[src/rtl/nibble_serial_adder_ctrl.sv]
// nibble_serial_adder_ctrl: WIDTH-bit add computed one nibble per clock through a shared 4-bit adder.
// Optional subtract mode is enabled by defining NIBBLE_SERIAL_SUB_EN (adds the sub input).
`default_nettype none

module bits4adder (
  input  logic [3:0] ip1,
  input  logic [3:0] ip2,
  input  logic       cin,
  output logic [3:0] sum,
  output logic       cout
);
  assign {cout, sum} = {1'b0, ip1} + {1'b0, ip2} + {4'b0000, cin};
endmodule

module nibble_serial_adder_ctrl #(
  parameter int WIDTH = 16
) (
  input  logic             clk,
  input  logic             rst,
  input  logic             start,
  input  logic [WIDTH-1:0] op_a,
  input  logic [WIDTH-1:0] op_b,
  input  logic             cin,
`ifdef NIBBLE_SERIAL_SUB_EN
  input  logic             sub,
`endif
  output logic             busy,
  output logic             done,
  output logic [WIDTH-1:0] result,
  output logic             cout
);
  localparam int NIB   = WIDTH / 4;
  localparam int IDX_W = (NIB > 1) ? $clog2(NIB) : 1;
  localparam logic [IDX_W-1:0] LAST_IDX = IDX_W'(NIB - 1);

  typedef enum logic [1:0] {
    IDLE = 2'd0,
    RUN  = 2'd1,
    DONE = 2'd2
  } state_t;

  state_t           state;
  logic [WIDTH-1:0] a_sh;
  logic [WIDTH-1:0] b_sh;
  logic             carry;
  logic [IDX_W-1:0] idx;

  logic [3:0]       nib_sum;
  logic             nib_cout;

  // Operand latch values; subtract mode feeds ~op_b with a forced carry-in of 1.
  logic [WIDTH-1:0] b_load;
  logic             c_load;
`ifdef NIBBLE_SERIAL_SUB_EN
  assign b_load = sub ? ~op_b : op_b;
  assign c_load = sub ? 1'b1  : cin;
`else
  assign b_load = op_b;
  assign c_load = cin;
`endif

  bits4adder u_adder (
    .ip1  (a_sh[3:0]),
    .ip2  (b_sh[3:0]),
    .cin  (carry),
    .sum  (nib_sum),
    .cout (nib_cout)
  );

  always_ff @(posedge clk) begin
    if (rst) begin
      state  <= IDLE;
      busy   <= 1'b0;
      done   <= 1'b0;
      result <= '0;
      cout   <= 1'b0;
      a_sh   <= '0;
      b_sh   <= '0;
      carry  <= 1'b0;
      idx    <= '0;
    end else begin
      done <= 1'b0;
      case (state)
        IDLE: begin
          if (start) begin
            a_sh   <= op_a;
            b_sh   <= b_load;
            carry  <= c_load;
            idx    <= '0;
            result <= '0;
            cout   <= 1'b0;
            busy   <= 1'b1;
            state  <= RUN;
          end
        end
        RUN: begin
          // Sum nibbles enter at the top so the LS nibble lands at bit 0 after NIB shifts.
          result <= {nib_sum, result[WIDTH-1:4]};
          a_sh   <= {4'b0000, a_sh[WIDTH-1:4]};
          b_sh   <= {4'b0000, b_sh[WIDTH-1:4]};
          carry  <= nib_cout;
          if (idx == LAST_IDX) begin
            cout  <= nib_cout;
            done  <= 1'b1;
            state <= DONE;
          end else begin
            idx <= idx + 1'b1;
          end
        end
        DONE: begin
          busy  <= 1'b0;
          state <= IDLE;
        end
        default: begin
          busy  <= 1'b0;
          state <= IDLE;
        end
      endcase
    end
  end

endmodule

`default_nettype wire
[config.mk]
export PLATFORM = sky130hd
export DESIGN_NAME = nibble_serial_adder_ctrl
export DESIGN_NICKNAME = d
export VERILOG_FILES = /design/src/rtl/nibble_serial_adder_ctrl.sv
export SDC_FILE = /design/constraint.sdc
export NUM_CORES = 1
export LEC_CHECK = 0
export BUFFER_PORTS_ARGS = -buffer_cell sky130_fd_sc_hd__clkbuf_2
export CAP_MARGIN = 0
export CORE_MARGIN = 2
export CORE_UTILIZATION = 40
export DETAILED_ROUTE_END_ITERATION = 8
export PLACE_DENSITY = 0.7
export RECOVER_POWER = 50
export SLEW_MARGIN = 20
export SYNTH_ARGS = -nofsm -noshare
export SYNTH_HDL_FRONTEND = slang
export SYNTH_SLANG_ARGS = --single-unit
export TNS_END_PERCENT = 30
[constraint.sdc]
create_clock -name clk -period 2.9 [get_ports clk]
set_clock_uncertainty 0.15 [all_clocks]
set_input_delay 0.145 -clock clk [delete_from_list [all_inputs] [get_ports clk]]
set_output_delay 0.145 -clock clk [all_outputs]
set_load 0.1 [all_outputs]
==> summary.txt <==
final setup TNS: 0 ns
die height: 83.2 microns
Die Wd: 83.2 microns
most common cell after layout, fill and taps aside: dfxtp_1
Antenna Diode Count: 0
met1 WL: 2690 microns
fin crit share: 74.4%
Final Hold Viols: 0
Setup Fix Bufs, Post-CTS: 0
Root Buffer: clkbuf_8
WL met2: 2530 microns
via count: 2103
fmax: 464 MHz
gr usage total: 16.1%
maximum VDD drop: 0.354 mV
Mapped Area: 2510 sq um
Leak: 1.22 nW
Slew Viols, Final: 0
Initial Util: 41.9%
sequential share of power: 51.9%
kind of critical path: flip-flop to flip-flop
TritonCTS Sinks: 56
Critical Path AT: 2.22 ns
first-pass GRT wire length: 9320 microns
vias per inst: 5.03
Top Layer Used: met4
CTS Hold Bufs: 13
global route overflow: 0
final setup fails: 0
core area: 5990 sq um
cts bufs inserted: 5
First-pass DRT Iterations: 4
wire per inst: 13.0 microns
first-iteration detailed-routing DRC count: 139
max cap viols: 0
FP Rows: 28
Setup crit end kind: flip-flop
post-layout net count: 384
hpwl dp: 3580 microns
switch share: 27.4%
non-filler cells, final: 418
min Tclk post-route: 2.16 ns
Top FF cell, synth: dfxtp_1
DIE AREA: 6920 sq um
post-synthesis sequential area ratio: 44.7%
critical path peak fanout: 22
Clock Latency Late Sink: 0.31 ns
Synth Area per Inst: 8.71 sq um
largest net degree at the start of global routing: 52
Yosys cell types: 38
net switching power: 0.000446 W
synth-to-layout area growth: 19.1%
vias in the first global route: 1995
Clock Power Share: 31.0%
TritonCTS clock tree: done
ratio of cells with drive above 1 in the final layout: 14.9%
Placer Congestion: 0.732
Port Buffers: 54
Yosys Warn Count: 0
drt drc: 0
WP data required: 2.96 ns
crit path launch type: flip-flop
power per cell area: 545 nW/um^2
RSZ-0062 raised after global routing: false
number of synthesized flops with an enable pin: 0
post-cts repair resize count: 0
final wirelength: 5450 microns
combinational power share: 17.2%
routed length on met3: 176 microns
H-tree depth: 2
status: complete, no violations
async set-reset flop share out of synthesis: 0%
syn nets: 330
Routed Antenna Nets: 0
IO Pins: 55
Syn Inst Count: 288
Pint: 0.00118 W
Reg clk slew, reported paths: 0.10 ns
relative max-transition margin: 21.4%
FF+latch count, synth: 56
Clock Tree Buf Depth: 2
initial antenna violation count: 0
worst min path class: input pin to flip-flop
commonest non-fill, non-tap cells in the layout: dfxtp_1, nor2_1, clkbuf_2
Placed Cells: 397
Worst Tran Pin Value: 1.18 ns
## metal layers
metal	vias to the layer above	GRT usage, %
met2	33	26.4
li1	1111	-
met3	5	3.08
met1	954	21.5
met4	0	4.92
met5	-	0
## cells in the mapped netlist (2+ instances only)
master,n,area [sq um]
buf_1,3,11.3
clkbuf_1,9,33.8
o21ai_0,3,15.0
nor2b_1,2,12.5
a22oi_1,23,173
fa_1,2,40.0
nand3b_1,2,15.0
ha_1,4,50.1
or3b_2,3,26.3
nor3_1,21,105
buf_4,5,37.5
nor2_1,50,188
a311oi_1,5,43.8
nand2b_1,17,106
a21oi_1,24,120
buf_2,7,35.0
and2_1,2,12.5
or3b_1,16,140
or2b_1,3,22.5
nand3_1,2,10.0
nand2_1,13,48.8
dfxtp_1,56,1120
## stage by stage
step                      worst slack (ns)  area [sq um]  total power (W)  util, %  hold slack, ns
final                                0.744          2990          0.00163     49.9          0.0300
after floorplan                       1.05          2510          0.00107        -           0.143
after CTS                            0.881          3020          0.00165     50.4          0.0219
after global routing                 0.512          2990          0.00171     49.9          0.0439
after detailed placement             0.895          2780          0.00113     46.4           0.243
after global placement               0.961          2780          0.00113     46.4           0.234
## final cells by class
| type | count | area (sq um) |
|---|---|---|
| clock buffer | 6 | 72.6 |
| clock inverter | 2 | 35.0 |
| fill | 616 | 3000 |
| inverter | 1 | 3.75 |
| multi-input combinational | 206 | 1250 |
| sequential | 56 | 1120 |
| tap | 75 | 93.8 |
| timing repair buffer | 72 | 407 |
## kinds of logic (layout without fill, tap and decap cells)
kind of cell               Yosys count  after routing  synth area share (%)
DFF                                 56             56                  44.7
xor gates and xnor gates             1              1                 0.349
AOI/OAI and AO/OA                   62             62                  16.6
adders and majority gates            6              6                  3.59
muxes                                1              1                 0.399
buffers and inverters               26             81                  5.29
and+or+nand+nor                    136            136                  29.1
## flip-flops by register name (all words and copies together) (netlist names)
register / cells
a_sh: 16
b_sh: 16
result: 16
idx: 2
state: 2
busy: 1
carry: 1
cout: 1
done: 1
## worst max-delay path, cell delays in order, from the launching register on
cell and delay, ns:
dfxtp_1 0.54, and2b_1 0.18, clkbuf_1 0.76, nand2_1 0.21, o31ai_1 0.22
## power groups by stage
| stage | registers, W | logic, W | clock network [W] |
|---|---|---|---|
| after CTS | 0.000844 | 0.000286 | 0.000515 |
| after detailed placement | 0.000862 | 0.000271 | 0 |
| after floorplan | 0.000904 | 0.000166 | 0 |
| final | 0.000844 | 0.000280 | 0.000504 |
| after global routing | 0.000850 | 0.000311 | 0.000551 |
| after global placement | 0.000861 | 0.000266 | 0 |
## final timing paths
path | cells past startpoint | end | slack, ns | from
worst max-delay path | 4 | cout | 0.74 | state[0]
worst min-delay path | 3 | carry | 0.03 | cin
worst max register to register | 4 | cout | 0.74 | state[0]
worst min register to register | 2 | idx[1] | 0.33 | idx[1]
Power figures use the tool's default switching activity.
